<file path="src/rtl/uart_byte_rx.sv">
// 8-bit UART receiver (LSB first, 1 stop bit) with a valid/ready holding register.
// Define UART_RX_PARITY_EN to expect an even-parity bit between d7 and the stop bit.
module uart_byte_rx #(
    parameter int CLKS_PER_BIT = 1074
) (
    input  logic       sys_clk_i,
    input  logic       rst_i,
    input  logic       uart_rx_i,
    output logic [7:0] data_o,
    output logic       valid_o,
    input  logic       ready_i,
    output logic       busy_o,
    output logic       frame_err_o,
    output logic       parity_err_o,
    output logic       overrun_o
);

    localparam int HALF  = CLKS_PER_BIT / 2;
    localparam int CNT_W = $clog2(CLKS_PER_BIT);
    localparam logic [CNT_W-1:0] HALF_LAST = CNT_W'(HALF - 1);
    localparam logic [CNT_W-1:0] BIT_LAST  = CNT_W'(CLKS_PER_BIT - 1);

    typedef enum logic [2:0] {
        S_IDLE,
        S_START,
        S_DATA,
`ifdef UART_RX_PARITY_EN
        S_PARITY,
`endif
        S_STOP,
        S_WAIT_HIGH
    } state_t;

    state_t             r_state;
    state_t             w_state_next;
    logic               r_rx_meta;
    logic               r_rx_s;
    logic [CNT_W-1:0]   r_baud_cnt;
    logic [3:0]         r_bit_cnt;
    logic [7:0]         r_shift;
    logic [7:0]         r_data;
    logic               r_valid;
    logic               r_frame_err;
    logic               r_overrun;
    logic               w_sample;
    logic               w_deliver;
    logic               w_frame_err;
    logic               w_overrun;
`ifdef UART_RX_PARITY_EN
    logic               r_par_bad;
    logic               r_parity_err;
    logic               w_parity_err;
`endif

    // Idle-high line, so the synchroniser resets to 1 to avoid a phantom start bit.
    always_ff @(posedge sys_clk_i or posedge rst_i) begin
        if (rst_i) begin
            r_rx_meta <= 1'b1;
            r_rx_s    <= 1'b1;
        end else begin
            r_rx_meta <= uart_rx_i;
            r_rx_s    <= r_rx_meta;
        end
    end

    always_ff @(posedge sys_clk_i or posedge rst_i) begin
        if (rst_i) r_state <= S_IDLE;
        else       r_state <= w_state_next;
    end

    // NOTE: every signal written here gets a default first, so no path can infer a latch.
    always_comb begin
        w_state_next = r_state;
        w_sample     = 1'b0;
        w_deliver    = 1'b0;
        w_frame_err  = 1'b0;
        w_overrun    = 1'b0;
`ifdef UART_RX_PARITY_EN
        w_parity_err = 1'b0;
`endif
        case (r_state)
            S_IDLE: begin
                if (!r_rx_s) w_state_next = S_START;
            end
            S_START: begin
                w_sample = (r_baud_cnt == HALF_LAST);
                if (w_sample) w_state_next = r_rx_s ? S_IDLE : S_DATA;
            end
            S_DATA: begin
                w_sample = (r_baud_cnt == BIT_LAST);
                if (w_sample && r_bit_cnt == 4'd7) begin
`ifdef UART_RX_PARITY_EN
                    w_state_next = S_PARITY;
`else
                    w_state_next = S_STOP;
`endif
                end
            end
`ifdef UART_RX_PARITY_EN
            S_PARITY: begin
                w_sample = (r_baud_cnt == BIT_LAST);
                if (w_sample) w_state_next = S_STOP;
            end
`endif
            S_STOP: begin
                w_sample = (r_baud_cnt == BIT_LAST);
                if (w_sample) begin
                    if (!r_rx_s) begin
                        w_frame_err  = 1'b1;
                        w_state_next = S_WAIT_HIGH;
`ifdef UART_RX_PARITY_EN
                    end else if (r_par_bad) begin
                        w_parity_err = 1'b1;
                        w_state_next = S_IDLE;
`endif
                    end else begin
                        w_state_next = S_IDLE;
                        // A same-cycle accept frees the holding register for the new byte.
                        if (!r_valid || ready_i) w_deliver = 1'b1;
                        else                     w_overrun = 1'b1;
                    end
                end
            end
            S_WAIT_HIGH: begin
                if (r_rx_s) w_state_next = S_IDLE;
            end
            default: w_state_next = S_IDLE;
        endcase
    end

    // NOTE: sequential state uses non-blocking assignments so every register sees pre-edge values.
    always_ff @(posedge sys_clk_i or posedge rst_i) begin
        if (rst_i) begin
            r_baud_cnt   <= '0;
            r_bit_cnt    <= '0;
            r_shift      <= '0;
            r_data       <= '0;
            r_valid      <= 1'b0;
            r_frame_err  <= 1'b0;
            r_overrun    <= 1'b0;
`ifdef UART_RX_PARITY_EN
            r_par_bad    <= 1'b0;
            r_parity_err <= 1'b0;
`endif
        end else begin
            case (r_state)
                S_IDLE, S_WAIT_HIGH: begin
                    r_baud_cnt <= '0;
                    r_bit_cnt  <= '0;
`ifdef UART_RX_PARITY_EN
                    r_par_bad  <= 1'b0;
`endif
                end
                default: begin
                    r_baud_cnt <= w_sample ? '0 : r_baud_cnt + CNT_W'(1);
                    if (w_sample && r_state == S_DATA) begin
                        r_shift   <= {r_rx_s, r_shift[7:1]};
                        r_bit_cnt <= r_bit_cnt + 4'd1;
                    end
`ifdef UART_RX_PARITY_EN
                    if (w_sample && r_state == S_PARITY) r_par_bad <= (r_rx_s != ^r_shift);
`endif
                end
            endcase

            if (w_deliver) r_data <= r_shift;

            if (w_deliver)              r_valid <= 1'b1;
            else if (r_valid && ready_i) r_valid <= 1'b0;

            r_frame_err  <= w_frame_err;
            r_overrun    <= w_overrun;
`ifdef UART_RX_PARITY_EN
            r_parity_err <= w_parity_err;
`endif
        end
    end

    assign data_o      = r_data;
    assign valid_o     = r_valid;
    assign busy_o      = (r_state != S_IDLE);
    assign frame_err_o = r_frame_err;
    assign overrun_o   = r_overrun;
`ifdef UART_RX_PARITY_EN
    assign parity_err_o = r_parity_err;
`else
    assign parity_err_o = 1'b0;
`endif

endmodule

</file>
<file path="config.mk">
export PLATFORM = sky130hd
export DESIGN_NAME = uart_byte_rx
export DESIGN_NICKNAME = d
export VERILOG_FILES = /design/src/rtl/uart_byte_rx.sv
export SDC_FILE = /design/constraint.sdc
export NUM_CORES = 1
export LEC_CHECK = 0
export CAP_MARGIN = 20
export CORE_ASPECT_RATIO = 0.5
export CORE_MARGIN = 2
export CORE_UTILIZATION = 55
export CTS_CLUSTER_DIAMETER = 80
export DETAILED_ROUTE_END_ITERATION = 7
export PLACE_DENSITY = 0.77
export SYNTH_ARGS = -nofsm -noshare
export SYNTH_HDL_FRONTEND = slang
export SYNTH_SLANG_ARGS = --single-unit
export TNS_END_PERCENT = 100
</file>
<file path="constraint.sdc">
create_clock -name sys_clk_i -period 2 [get_ports sys_clk_i]
set_input_delay 0.4 -clock sys_clk_i [delete_from_list [all_inputs] [get_ports sys_clk_i]]
set_output_delay 0.4 -clock sys_clk_i [all_outputs]
set_load 0.02 [all_outputs]
</file>
# Word-level counts from Yosys, hierarchy flattened
# Cells that the tools add are included.
[word_totals] input_bits=4 reg_bits=39 out_inout_bits=13 wordCells=64
[op_classes] mux=26 n_reduce_logical=13 eq_ne=12 addsub=2 bitwise_logic=1
[ops] cell="$mux W11" count=2
[ops] cell="$mux W3" count=6
[ops] cell="$pmux W3 S5" count=1
[ops] cell="$mux W1" count=13
[ops] cell="$add A11 B1 Y11 const B" count=1
[ops] cell="$eq A11 B10 Y1 const B" count=1
[ops] cell="$eq A11 B11 Y1 const B" count=1
[ops] cell="$ne A2 B2 Y1 const B" count=5
[ops] cell="$mux W4" count=2
[ops] cell="$eq A3 B2 Y1 const B" count=2
[ops] cell="$reduce_and A5 Y1" count=1
[ops] cell="$add A4 B1 Y4 const B" count=1
[ops] cell="$eq A4 B3 Y1 const B" count=1
[ops] cell="$reduce_bool A2 Y1" count=2
[ops] cell="$reduce_or A2 Y1" count=2
[ops] cell="$eq A3 B1 Y1 const B" count=1
[ops] cell="$eq A3 B3 Y1 const B" count=1
[ops] cell="$logic_and A1 B1 Y1" count=3
[ops] cell="$logic_not A3 Y1" count=1
[ops] cell="$reduce_bool A3 Y1" count=1
[ops] cell="$mux W2" count=1
[ops] cell="$pmux W1 S2" count=1
[ops] cell="$reduce_and A2 Y1" count=1
[ops] cell="$logic_not A1 Y1" count=1
[ops] cell="other kinds (2)" count=2

# Longest topological paths before layout
[depth] ltp_word=7 mapped_depth=7 depth_no_buf=6

# Least setup slack after synthesis
# OpenSTA, ideal clock, no wires.
[synth_path] path_kind="register to register" from="register r_baud_cnt[1]" to="register r_data[0], in the netlist data_o[0]" synth_period_minus_slack_ps=1857 arrival_ps=1732 path_stages_with_launch=7 setup_ps=125 path_buffers=0 slack_ps=143 required_time_ps=1875 path_cell_list="dfrtp_1 -> inv_1 -> ha_1 -> and4_1 -> nand2_1 -> nor4_4 -> mux2_2"
[synth_between] elab_chain_len=3
[synth_lines] item="from (decl)" line_no="38" text="logic [CNT_W-1:0] r_baud_cnt;"
[synth_lines] item="from (signal assigned)" line_no="155" text="r_baud_cnt <= w_sample ? '0 : r_baud_cnt + CNT_W'(1);"
[synth_lines] item="$eq A11 B11 Y1" line_no="106" text="w_sample = (r_baud_cnt == BIT_LAST);"
[synth_lines] item="$mux W1" line_no="107" text="if (w_sample) begin"
[synth_lines] item="$mux W1" line_no="81" text="case (r_state)"
[synth_lines] item="to (signal assigned)" line_no="166" text="if (w_deliver) r_data <= r_shift;"
[synth_lines] item="to (decl)" line_no="41" text="logic [7:0] r_data;"
# Every way passes these cells.
# A chain may end at the register's enable or synchronous reset.

# Final worst setup path
[layout_path] from="register r_baud_cnt[1]" to="register r_data[5], in the netlist data_o[5]"
# The elaborated chain is that of the path after synthesis.

==> metrics <==
outcome completed; vias post-DR 1,215; Hold Crit Class reg -> reg; RSZ-0062 raised after global routing false; number of placed I/O pins 17; Pleak 0.9695 nW; register area share after synthesis 0.5590; Post-Layout Cell Count 218; # clock sinks 39; GRT overflow 0; worst vdd ir 0.5417 mV; Placer Congestion 0.8940; DP HPWL 2.284 mm; vias in the first global route 1,248; Post-Route Utilization 0.7010; WHS 359.4 ps; H-tree depth 2; CP max FO 8; Reg2Reg Setup Slack 110 ps; Synth cell types 34; final hold vios 0; DR iter-0 viols 48; CTS root buf clkbuf_8; final setup fails 0; hold path cells 0; overall power 1.496 mW; Final #Nets 185; fraction of layout cells with a size suffix above 1 0.2022; P&R area growth vs syn 20.66%; Post-Syn Area 1750 um2; Hold Path End r_rx_s; GRT Util Overall 0.2088; worst skew pair latency 300 ps; CP Capture Type register; Hold Crit Start r_rx_meta; CTS max path bufs 2; Total Die Area 3677 um2; Avg Synthesized Cell Area 11.59 um2; largest net degree at the start of global routing 40; fin crit share 0.9463; register clock-pin slew on the reported worst setup and hold paths 90 ps; clk_skew 11.01 ps; FF-to-FF Start r_baud_cnt[1]; PortBufs 15; drt first pass iters 4; Peak Freq 528.4 MHz; Max-Cap Viols 0; CTS buffer count 5; Setup Buffers After CTS 0; PD cells 708.1 nW/um2; Area after DPL 1993 um2; Post-DRT Antenna Nets 0; Synthesized Nets 159; Yosys Warn Count 0; Std-Cell Rows 14; CP Data Required Time 2190 ps; critical path cell sequence inv_1 > ha_1 > and4_1 > nand2_1 > nor4_4 > buf_6 > mux2_2; Initial Utilization 0.5810; die width 83.78 um; CP Class reg -> reg; core region area 3013 um2; Avg WL per Cell 15.18 um; Critical Path AT 2080 ps; first-pass GRT wire length 5.782 mm; fill cell count 229; Cells after Synth 151; total wire length 3.309 mm; CTS tree built; antenna cells 0; Placed Cells 210; Post-CTS Hold Fix Bufs 0; die height 43.89 um; minimum clock period after layout 1893 ps; R2R depth 7; via/cell ratio 5.573; crit path max-delay cell type dfrtp_1; R2R Path End data_o[5]; Final Slew Violations 0; initial antenna violation count 0; CP startpoint kind register; Synth Register Bits 39; Final Instance Area 2112 um2; slowest stage delay, CP 400 ps; # DRC 0
-- registers in the layout (all words and copies together), names as in the netlist --
name	count
r_baud_cnt	11
data_o	8
r_shift	8
r_bit_cnt	4
r_state	3
frame_err_o	1
overrun_o	1
r_rx_meta	1
r_rx_s	1
valid_o	1
-- cell families after synthesis --
logic type,synth area share
other,0.002142
buffers and inverters,0.02716
xor gates and xnor gates,0.05004
and+or+nand+nor,0.1894
DFF,0.5590
muxes,0.1022
AOI/OAI and AO/OA,0.04146
adders and majority gates,0.02859
-- worst max-delay path by stage --
stage,start,end,slack (ps)
6_report,r_baud_cnt[1],data_o[5],110
2_1_floorplan,r_baud_cnt[1],data_o[0],140
4_1_cts,r_baud_cnt[1],data_o[5],80
3_5_place_dp,ready_i,data_o[5],-10
5_1_grt,r_baud_cnt[1],data_o[5],20
3_3_place_gp,ready_i,data_o[4],60
-- worst max-delay path, delay by kind of cell (launching register included) --
family,cells,cell delay (ps)
multiplexers,1,340
AND/OR/NAND/NOR,3,620
buffers and inverters,2,270
adder cells (fa/ha/maj),1,160
flip-flops,1,400
-- cell usage after synthesis (all sizes together) --
library cell  instances  share of area
or3                   3          0.011
nor4                  4          0.031
a211oi                1         0.0043
nor2                 10          0.021
nor4b                 1         0.0050
nor3b                 3          0.013
and4b                 1         0.0057
nand4                 3          0.011
xor2                  3          0.015
and4                  1         0.0050
nand3                 5          0.014
and2                  1         0.0036
mux2i                 1         0.0057
and3                  1         0.0036
clkbuf                2         0.0043
o22ai                 1         0.0036
xnor2                 7          0.035
o21ai                 5          0.014
conb                  1         0.0021
nand2b                1         0.0036
mux2                 15          0.096
o41ai                 1         0.0050
nor2b                 1         0.0036
nor3                 12          0.034
dfrtp                37           0.53
inv                   6          0.013
or2b                  1         0.0043
ha                    4          0.029
nand2                 9          0.019
dfstp                 2          0.030
a21oi                 5          0.014
buf                   3          0.010
-- power breakdown --
group          internal (mW)  switching [mW]  total (mW)
registers              0.792         0.00201       0.794
clock network          0.378           0.296       0.674
logic                0.00833          0.0195      0.0279
-- final cells by class --
type                            instances  area [um2]  share of cell area
Sequential cell                        39       978.4              0.4633
Multi-Input combinational cell        101       724.4              0.3430
Timing Repair Buffer                   24       220.2              0.1043
Clock buffer                            5       68.82             0.03258
Tap cell                               40       50.05             0.02370
Clock inverter                          3       47.55             0.02251
Inverter                                6       22.52             0.01066
-- placed cells by master (no fill, tap or decap), drive strengths merged --
| cell | netlist | layout |
|---|---|---|
| clkinv | 0 | 1 |
| buf | 3 | 9 |
| nor4b | 1 | 1 |
| dlygate4sd2 | 0 | 1 |
| a21oi | 5 | 5 |
| mux2i | 1 | 1 |
| o22ai | 1 | 1 |
| clkdlybuf4s50 | 0 | 14 |
| and3 | 1 | 1 |
| nand2b | 1 | 1 |
| nand3 | 5 | 5 |
| nor4 | 4 | 4 |
| nor3 | 12 | 12 |
| o21ai | 5 | 5 |
| or3 | 3 | 3 |
| conb | 1 | 1 |
| nand4 | 3 | 3 |
| bufinv | 0 | 1 |
| nor3b | 3 | 3 |
| inv | 6 | 7 |
| and2 | 1 | 1 |
| nor2b | 1 | 1 |
| o41ai | 1 | 1 |
| dfrtp | 37 | 37 |
| clkbuf | 2 | 5 |
| or2b | 1 | 1 |
| dfstp | 2 | 2 |
| a211oi | 1 | 1 |
| xor2 | 3 | 3 |
| xnor2 | 7 | 7 |
| and4 | 1 | 1 |
| mux2 | 15 | 15 |
| nor2 | 10 | 10 |
| ha | 4 | 4 |
| nand2 | 9 | 9 |
| and4b | 1 | 1 |
-- layer usage --
metal | track usage | share of wire
met5 | 0 | 0
met4 | 0.1129 | 0.018
met3 | 0.05524 | 0.037
met2 | 0.3536 | 0.49
met1 | 0.2538 | 0.45
-- stage by stage --
step / TNS [ps] / worst slack (ps)
after CTS: 0 / 79.63
after global routing: 0 / 22.45
final: 0 / 107.4
after floorplan: 0 / 142.9
after global placement: 0 / 55.90
after detailed placement: -54.10 / -14.79
-- what timing repair did --
item | in CTS | in global routing
resized for setup | 1 | 1
endpoints found under the hold margin | 0 | 0
setup endpoints to repair | 1 | 2
Note: power is estimated with default switching activity, not from simulation.
